**src/rtl/tetris_pkg.sv**
```systemverilog
// tetris_pkg: board geometry, piece encodings and board_writer FSM states
package tetris_pkg;
    localparam int BOARD_W  = 10;
    localparam int BOARD_H  = 24;
    localparam int DATA_W   = 6;
    localparam int ADDR_W   = 8;
    localparam int TOP_ROWS = 4;
    typedef enum logic [2:0] {
        BLK_I = 3'd0,
        BLK_O = 3'd1,
        BLK_T = 3'd2,
        BLK_S = 3'd3,
        BLK_Z = 3'd4,
        BLK_J = 3'd5,
        BLK_L = 3'd6
    } block_t;
    typedef enum logic [2:0] {
        S_IDLE,
        S_WRITE,
        S_SCAN,
        S_SHIFT,
        S_CLR0,
        S_DONE
    } state_t;
endpackage

```
**src/rtl/board_writer_if.sv**
```systemverilog
// board_writer_if: piece request, board RAM port and status of the board writer
interface board_writer_if;
    import tetris_pkg::*;
    logic              start;
    logic [4:0]        X_anchor;
    logic [5:0]        Y_anchor;
    logic [2:0]        block;
    logic [1:0]        curr_rotation;
    logic [DATA_W-1:0] colour;
    logic [DATA_W-1:0] ram_Q;
    logic [ADDR_W-1:0] ram_addr;
    logic [DATA_W-1:0] ram_data;
    logic              ram_wren;
    logic              busy;
    logic              complete;
    logic [2:0]        lines_cleared;
    logic              top_out;
    modport master (
        output start, X_anchor, Y_anchor, block, curr_rotation, colour, ram_Q,
        input  ram_addr, ram_data, ram_wren, busy, complete, lines_cleared, top_out
    );
    modport slave (
        input  start, X_anchor, Y_anchor, block, curr_rotation, colour, ram_Q,
        output ram_addr, ram_data, ram_wren, busy, complete, lines_cleared, top_out
    );
endinterface

```
**src/rtl/board_addr.sv**
```systemverilog
// board_addr: linear board address y*10+x built from shifts and adds
module board_addr
    import tetris_pkg::*;
(
    input  logic [ADDR_W-1:0] x,
    input  logic [ADDR_W-1:0] y,
    output logic [ADDR_W-1:0] addr
);
    assign addr = (y << 3) + (y << 1) + x;
endmodule

```
**src/rtl/lut.sv**
```systemverilog
// lut: per-cell (dx,dy) offsets of a tetromino inside its 4x4 box, 2 bits per cell
module lut
    import tetris_pkg::*;
(
    input  logic [2:0] block,
    input  logic [1:0] curr_rotation,
    output logic [7:0] coord_x,
    output logic [7:0] coord_y
);
    logic [7:0] bx, by;
    always_comb begin
        bx = 8'he4;
        by = 8'h00;
        case (block)
            BLK_O:   begin bx = 8'h44; by = 8'h50; end
            BLK_T:   begin bx = 8'h64; by = 8'h40; end
            BLK_S:   begin bx = 8'h49; by = 8'h50; end
            BLK_Z:   begin bx = 8'h94; by = 8'h50; end
            BLK_J:   begin bx = 8'h90; by = 8'h54; end
            BLK_L:   begin bx = 8'h92; by = 8'h54; end
            default: ;
        endcase
    end
    // a quarter turn maps (x,y) to (y,3-x), and 3-x on two bits is ~x
    assign coord_x = curr_rotation == 2'd0 ? bx : curr_rotation == 2'd1 ? by : curr_rotation == 2'd2 ? ~bx : ~by;
    assign coord_y = curr_rotation == 2'd0 ? by : curr_rotation == 2'd1 ? ~bx : curr_rotation == 2'd2 ? ~by : bx;
endmodule

```
**src/rtl/board_writer.sv**
```systemverilog
// board_writer: commits a locked piece to board RAM and collapses full rows; BOARD_WRITER_TOPOUT_EN enables top_out
module board_writer
    import tetris_pkg::*;
(
    input  logic          clk,
    input  logic          resetn,
    board_writer_if.slave bus
);
    state_t            state, nxt;
    logic [3:0]        cnt, cnt_n;
    logic [4:0]        r, r_n, k, k_n;
    logic              ph, ph_n, inc, accept, cell_ok;
    logic [4:0]        xa;
    logic [5:0]        ya;
    logic [2:0]        blk, lines;
    logic [1:0]        rot;
    logic [DATA_W-1:0] col;
    logic [ADDR_W-1:0] cx, cy, wx, wy, ax, ay;

    lut u_lut (.block(blk), .curr_rotation(rot), .coord_x(cx), .coord_y(cy));
    board_addr u_addr (.x(ax), .y(ay), .addr(bus.ram_addr));

    assign accept = state == S_IDLE && bus.start;
    assign wx = {3'd0, xa} + {6'd0, cx[{cnt[1:0], 1'b0} +: 2]};
    assign wy = {2'd0, ya} + {6'd0, cy[{cnt[1:0], 1'b0} +: 2]};
    assign cell_ok = wx < 8'(BOARD_W) && wy < 8'(BOARD_H);
    assign bus.busy = state != S_IDLE && state != S_DONE;
    assign bus.complete = state == S_DONE;
    assign bus.lines_cleared = lines;

    always_comb begin
        nxt = state;
        cnt_n = cnt;
        r_n = r;
        k_n = k;
        ph_n = ph;
        inc = 1'b0;
        ax = '0;
        ay = '0;
        bus.ram_data = '0;
        bus.ram_wren = 1'b0;
        case (state)
            S_IDLE: begin
                nxt = accept ? S_WRITE : S_IDLE;
                cnt_n = '0;
            end
            S_WRITE: begin
                ax = wx;
                ay = wy;
                bus.ram_data = col;
                bus.ram_wren = cell_ok;
                cnt_n = cnt == 4'd3 ? 4'd0 : cnt + 4'd1;
                r_n = 5'(BOARD_H - 1);
                nxt = cnt == 4'd3 ? S_SCAN : S_WRITE;
            end
            S_SCAN: begin
                // ram_Q lags the address by a cycle, so cycle cnt judges cell cnt-1
                ax = {4'd0, cnt == 4'd10 ? 4'd0 : cnt};
                ay = {3'd0, r};
                cnt_n = cnt + 4'd1;
                if (cnt != 4'd0 && bus.ram_Q == '0) begin
                    cnt_n = '0;
                    r_n = r - 5'd1;
                    nxt = r == 5'd0 ? S_DONE : S_SCAN;
                end else if (cnt == 4'd10) begin
                    cnt_n = '0;
                    inc = 1'b1;
                    k_n = r;
                    ph_n = 1'b0;
                    nxt = r == 5'd0 ? S_CLR0 : S_SHIFT;
                end
            end
            S_SHIFT: begin
                ax = {4'd0, cnt};
                ay = {3'd0, ph ? k : k - 5'd1};
                bus.ram_data = bus.ram_Q;
                bus.ram_wren = ph;
                ph_n = ~ph;
                if (ph) begin
                    cnt_n = cnt == 4'd9 ? 4'd0 : cnt + 4'd1;
                    k_n = cnt == 4'd9 ? k - 5'd1 : k;
                    nxt = cnt == 4'd9 && k == 5'd1 ? S_CLR0 : S_SHIFT;
                end
            end
            S_CLR0: begin
                ax = {4'd0, cnt};
                bus.ram_wren = 1'b1;
                cnt_n = cnt == 4'd9 ? 4'd0 : cnt + 4'd1;
                nxt = cnt == 4'd9 ? S_SCAN : S_CLR0;
            end
            S_DONE: nxt = S_IDLE;
            default: nxt = S_IDLE;
        endcase
    end

    always_ff @(posedge clk) begin
        if (!resetn) begin
            state <= S_IDLE;
            cnt <= '0;
            r <= '0;
            k <= '0;
            ph <= 1'b0;
            xa <= '0;
            ya <= '0;
            blk <= '0;
            rot <= '0;
            col <= '0;
            lines <= '0;
        end else begin
            state <= nxt;
            cnt <= cnt_n;
            r <= r_n;
            k <= k_n;
            ph <= ph_n;
            if (accept) begin
                xa <= bus.X_anchor;
                ya <= bus.Y_anchor;
                blk <= bus.block;
                rot <= bus.curr_rotation;
                col <= bus.colour;
                lines <= '0;
            end else if (inc && lines != 3'd7) begin
                lines <= lines + 3'd1;
            end
        end
    end

`ifdef BOARD_WRITER_TOPOUT_EN
    logic hit, top;
    always_ff @(posedge clk) begin
        if (!resetn) begin
            hit <= 1'b0;
            top <= 1'b0;
        end else if (accept) begin
            hit <= 1'b0;
            top <= 1'b0;
        end else begin
            if (state == S_WRITE && cell_ok && wy < 8'(TOP_ROWS))
                hit <= 1'b1;
            if (nxt == S_DONE)
                top <= hit;
        end
    end
    assign bus.top_out = top;
`else
    assign bus.top_out = 1'b0;
`endif
endmodule

```
**src/flat_wrapper.sv**
```systemverilog
// flat-port wrapper written by rule: the top's interface ports become plain ports
module board_writer_flat import tetris_pkg::*;
  (clk, resetn, bus_start, bus_X_anchor, bus_Y_anchor, bus_block, bus_curr_rotation, bus_colour, bus_ram_Q, bus_ram_addr, bus_ram_data, bus_ram_wren, bus_busy, bus_complete, bus_lines_cleared, bus_top_out);
  board_writer_if bus_i ();
  input  logic clk;
  input  logic resetn;
  input wire logic [$bits(bus_i.start)-1:0] bus_start;
  input wire logic [$bits(bus_i.X_anchor)-1:0] bus_X_anchor;
  input wire logic [$bits(bus_i.Y_anchor)-1:0] bus_Y_anchor;
  input wire logic [$bits(bus_i.block)-1:0] bus_block;
  input wire logic [$bits(bus_i.curr_rotation)-1:0] bus_curr_rotation;
  input wire logic [$bits(bus_i.colour)-1:0] bus_colour;
  input wire logic [$bits(bus_i.ram_Q)-1:0] bus_ram_Q;
  output wire logic [$bits(bus_i.ram_addr)-1:0] bus_ram_addr;
  output wire logic [$bits(bus_i.ram_data)-1:0] bus_ram_data;
  output wire logic [$bits(bus_i.ram_wren)-1:0] bus_ram_wren;
  output wire logic [$bits(bus_i.busy)-1:0] bus_busy;
  output wire logic [$bits(bus_i.complete)-1:0] bus_complete;
  output wire logic [$bits(bus_i.lines_cleared)-1:0] bus_lines_cleared;
  output wire logic [$bits(bus_i.top_out)-1:0] bus_top_out;
  assign bus_i.start = bus_start;
  assign bus_i.X_anchor = bus_X_anchor;
  assign bus_i.Y_anchor = bus_Y_anchor;
  assign bus_i.block = bus_block;
  assign bus_i.curr_rotation = bus_curr_rotation;
  assign bus_i.colour = bus_colour;
  assign bus_i.ram_Q = bus_ram_Q;
  assign bus_ram_addr = bus_i.ram_addr;
  assign bus_ram_data = bus_i.ram_data;
  assign bus_ram_wren = bus_i.ram_wren;
  assign bus_busy = bus_i.busy;
  assign bus_complete = bus_i.complete;
  assign bus_lines_cleared = bus_i.lines_cleared;
  assign bus_top_out = bus_i.top_out;
  board_writer u_core (.clk(clk), .resetn(resetn), .bus(bus_i));
endmodule
```
**config.mk**
```make
export PLATFORM = sky130hd
export DESIGN_NAME = board_writer_flat
export DESIGN_NICKNAME = d
export VERILOG_FILES = /design/src/rtl/tetris_pkg.sv /design/src/rtl/board_writer_if.sv /design/src/rtl/board_addr.sv /design/src/rtl/lut.sv /design/src/rtl/board_writer.sv /design/src/flat_wrapper.sv
export SDC_FILE = /design/constraint.sdc
export NUM_CORES = 1
export LEC_CHECK = 0
export CORE_MARGIN = 2
export CORE_UTILIZATION = 55
export CTS_CLUSTER_DIAMETER = 30
export CTS_CLUSTER_SIZE = 10
export DETAILED_ROUTE_END_ITERATION = 7
export PLACE_DENSITY = 0.81
export SLEW_MARGIN = 40
export SYNTH_ARGS = -nofsm -noshare
export SYNTH_HDL_FRONTEND = slang
export SYNTH_SLANG_ARGS = --single-unit
```
**constraint.sdc**
```tcl
create_clock -name clk -period 11.3 [get_ports clk]
set_input_delay 2.26 -clock clk [delete_from_list [all_inputs] [get_ports clk]]
set_output_delay 2.26 -clock clk [all_outputs]
set_load 0.005 [all_outputs]
```
==> impl_summary.log <==
[metrics] Overall Global Routing Usage: 23.9%
[metrics] deepest clock path buffer count: 2
[metrics] TritonCTS clock tree: done
[metrics] worst ir drop on vdd: 0.0000844 V
[metrics] iteration-0 DRC count of the detailed router: 371
[metrics] post-cts sizing count: 0
[metrics] category of the worst setup path launch point: flip-flop
[metrics] average wire per standard cell: 15.1 um
[metrics] final setup TNS: 0 ns
[metrics] die boundary width: 82.9 um
[metrics] half-perimeter wire length of the detailed placement result: 6160 um
[metrics] cell breakdown of the critical path: inv_1 -> a2bb2oi_1 -> a21oi_1 -> nor3_1 -> xor2_1 -> ha_1 -> inv_1 -> fa_1 -> xnor2_1 -> a221o_1 -> inv_1 -> fa_1 -> inv_1 -> fa_1 -> a21o_1 -> a21oi_1 -> xnor2_1 -> clkdlybuf4s50_1
[metrics] number of buffers inserted by post-CTS setup repair: 0
[metrics] # DRC: 0
[metrics] number of failing setup endpoints in the final timing report: 0
[metrics] static power due to leakage: 1.57 nW
[metrics] cell type contributing the most total cell area after synthesis: sky130_fd_sc_hd__dfxtp_1
[metrics] share of post-route cells with drive strength above 1: 5.08%
[metrics] combined buffer and inverter count along the critical path: 5
[metrics] vertical die dimension: 82.9 um
[metrics] total number of H-tree levels: 2
[metrics] via total after detailed routing: 3275
[metrics] Sinks on Clock Net: 43
[metrics] Setup Skew: 0.00982 ns
[metrics] Max Cap Viol: 0
[metrics] Critical Setup Path Class: reg2out
[metrics] Final Slew Violations: 0
[metrics] transition time at the pin with the least slew margin: 0.834 ns
[metrics] data arrival time at the worst-slack endpoint: 5.18 ns
[metrics] Final Util: 67.7%
[metrics] power density relative to cell area: 96.6 mW/mm^2
[metrics] clock insertion delay at the later pin of the skew report: 0.30 ns
[metrics] Routed WL: 8270 um
[metrics] synthesized instance count: 441
[metrics] number of port buffers: 50
[metrics] result of the run: complete, no violations
[metrics] area enclosed by the die boundary: 0.00688 mm^2
[metrics] top-area cell type share of the netlist area: 25.1%
[metrics] Warnings, synthesis: 0
[metrics] element type at the critical path end: output pin
[metrics] leftover overflow at the end of global routing: 0
[metrics] Final Hold Violating Endpoints: 0
[metrics] most numerous cell in the Yosys netlist: sky130_fd_sc_hd__nand2_1
[metrics] cell repeated most along the worst path: sky130_fd_sc_hd__inv_1
[metrics] # IOs: 52
[metrics] maximum number of pins on one net before global-route repair: 40
[metrics] number of global-route vias before repair: 3005
[metrics] synth cell count leaders: sky130_fd_sc_hd__nand2_1, sky130_fd_sc_hd__a21oi_1, sky130_fd_sc_hd__dfxtp_1, sky130_fd_sc_hd__nor2_1, sky130_fd_sc_hd__inv_1
[metrics] time the final worst path needs with I/O delays and setup: 7.44 ns
[metrics] RD Place Congestion: 0.883
[metrics] number of detailed-route iterations in the first pass: 6
[metrics] via density per instance: 5.99
[metrics] Initial Util: 57.5%
[metrics] number of flops mapped to enable cells by yosys: 0
[metrics] kind of cell adding the most delay to the critical path: adder cells
[metrics] sequential element share of the synthesized area: 25.1%
[metrics] required time at the worst-slack endpoint: 9.04 ns
[metrics] area of the core region: 0.00596 mm^2
[metrics] layout-stage area growth over the synthesis result: 17.7%
[metrics] clock-pin slew on the worst setup and hold paths: 0.09 ns
[metrics] Site Rows: 28
[metrics] net count of the finished layout: 529
[metrics] slowest cell delay on critical path: 0.66 ns
[metrics] achievable clock frequency: 134 MHz
[metrics] overall power: 0.390 mW
[metrics] initial antenna violation count: 0
[metrics] critical-path cell with the highest stage delay: sky130_fd_sc_hd__dfxtp_1
[metrics] dominant register cell in the synthesized netlist: sky130_fd_sc_hd__dfxtp_1
[metrics] root buffer selected by CTS: sky130_fd_sc_hd__clkbuf_8
[metrics] Mean Syn Cell Area: 7.77 um^2
[metrics] share of synthesized registers carrying an async set or reset: 0%
[metrics] post-route fraction of the period consumed by the critical path: 65.8%
[metrics] FF+latch count, synth: 43
[metrics] worst min-delay path class: reg2reg
[metrics] Synth cell types: 68
[metrics] ANT nets after route: 0
[metrics] Max FO, Critical Path: 17
[metrics] Synth area leaders: sky130_fd_sc_hd__dfxtp_1, sky130_fd_sc_hd__ha_1, sky130_fd_sc_hd__a21oi_1
[metrics] Inserted Diodes: 0
[metrics] post-synth net total: 499
[metrics] worst rel slew slack: 44.2%
[metrics] synthesized cell area: 0.00343 mm^2
[metrics] Inserted Clock Buffers: 5
[metrics] RSZ-0062 raised after global routing: no
[metrics] global-route wire length before repair: 13900 um
[metrics] hold bufs inserted after CTS: 0
[worst paths after layout]
| kind | start | to | slack, ns | cells after the start |
|---|---|---|---|---|
| max | u_core.cnt[0] | bus_ram_addr[6] | 3.86 | 18 |
| min | u_core.col[0] | u_core.col[0] | 0.46 | 2 |
| max reg2reg | u_core.state[0] | u_core.cnt[3] | 8.78 | 5 |
| min reg2reg | u_core.col[0] | u_core.col[0] | 0.46 | 2 |
[sequential cells by signal (all words and copies together), names as in the netlist]
register and count:
u_core.r 5, u_core.blk 3, u_core.xa 5, u_core.ya 6, u_core.rot 2, u_core.col 6, u_core.ph 1, u_core.state 3
u_core.k 5, u_core.bus.lines_cleared 3, u_core.cnt 4
[stage by stage]
stage / hold WS (ns) / instance area (um^2) / setup slack [ns] / instances
5_1_grt: 0.487 / 4030 / 3.62 / 547
6_report: 0.463 / 4030 / 3.86 / 547
2_1_floorplan: 0.437 / 3430 / 5.15 / 441
4_1_cts: 0.464 / 4030 / 3.89 / 547
3_3_place_gp: 0.444 / 3920 / 4.43 / 539
3_5_place_dp: 0.450 / 3920 / 4.23 / 539
[area by class of cell]
class / instances / area [um^2]
Fill cell: 516 / 1920
Clock buffer: 5 / 68.8
Multi-Input combinational cell: 347 / 2360
Clock inverter: 3 / 46.3
Inverter: 22 / 82.6
Timing Repair Buffer: 52 / 515
Tap cell: 75 / 93.8
Sequential cell: 43 / 861
[cell usage in the layout (no fill, tap or decap), types with 5 or more instances in the layout]
| cell type | instances |
|---|---|
| sky130_fd_sc_hd__o21ai_0 | 10 |
| sky130_fd_sc_hd__dfxtp_1 | 43 |
| sky130_fd_sc_hd__clkbuf_8 | 5 |
| sky130_fd_sc_hd__nand3_1 | 9 |
| sky130_fd_sc_hd__xor2_1 | 11 |
| sky130_fd_sc_hd__nor2b_1 | 7 |
| sky130_fd_sc_hd__clkdlybuf4s50_1 | 50 |
| sky130_fd_sc_hd__mux2i_1 | 5 |
| sky130_fd_sc_hd__and2_1 | 5 |
| sky130_fd_sc_hd__a21o_1 | 6 |
| sky130_fd_sc_hd__nor2_1 | 36 |
| sky130_fd_sc_hd__xnor2_1 | 19 |
| sky130_fd_sc_hd__nand3b_1 | 7 |
| sky130_fd_sc_hd__fa_1 | 6 |
| sky130_fd_sc_hd__nand2_1 | 63 |
| sky130_fd_sc_hd__inv_1 | 22 |
| sky130_fd_sc_hd__ha_1 | 21 |
| sky130_fd_sc_hd__a21oi_1 | 51 |
| sky130_fd_sc_hd__a22o_1 | 7 |
[worst min-delay path, cell delays in order, from the launching register on]
cell,delay [ns]
sky130_fd_sc_hd__dfxtp_1,0.32
sky130_fd_sc_hd__nand2_1,0.05
sky130_fd_sc_hd__a21oi_1,0.05
[kinds of logic (layout without fill, tap and decap cells)]
group | Yosys count | in the layout | share of synthesized area (%)
mux | 5 | 5 | 1.46
other cells | 1 | 1 | 0.109
buf+inv | 51 | 82 | 6.03
xor+xnor | 30 | 30 | 7.67
fa+ha+maj | 27 | 27 | 11.2
simple gates | 163 | 163 | 24.5
compound gates | 121 | 121 | 24.0
flops | 43 | 43 | 25.1
[layer usage]
layer / vias to the layer above / part of all wire, % / track usage [%]
met1: 1533 / 44 / 31.6
li1: 1607 / - / -
met4: 0 / 1.1 / 5.81
met2: 124 / 48 / 40.4
met3: 11 / 6.8 / 4.08
met5: - / 0 / 0
[power breakdown]
part / internal (mW) / switching (mW) / total, mW
clock: 0.0666 / 0.0574 / 0.124
combinational: 0.0480 / 0.0446 / 0.0927
sequential: 0.159 / 0.0138 / 0.173
total: 0.274 / 0.116 / 0.390
Power figures use the tool's default switching activity.
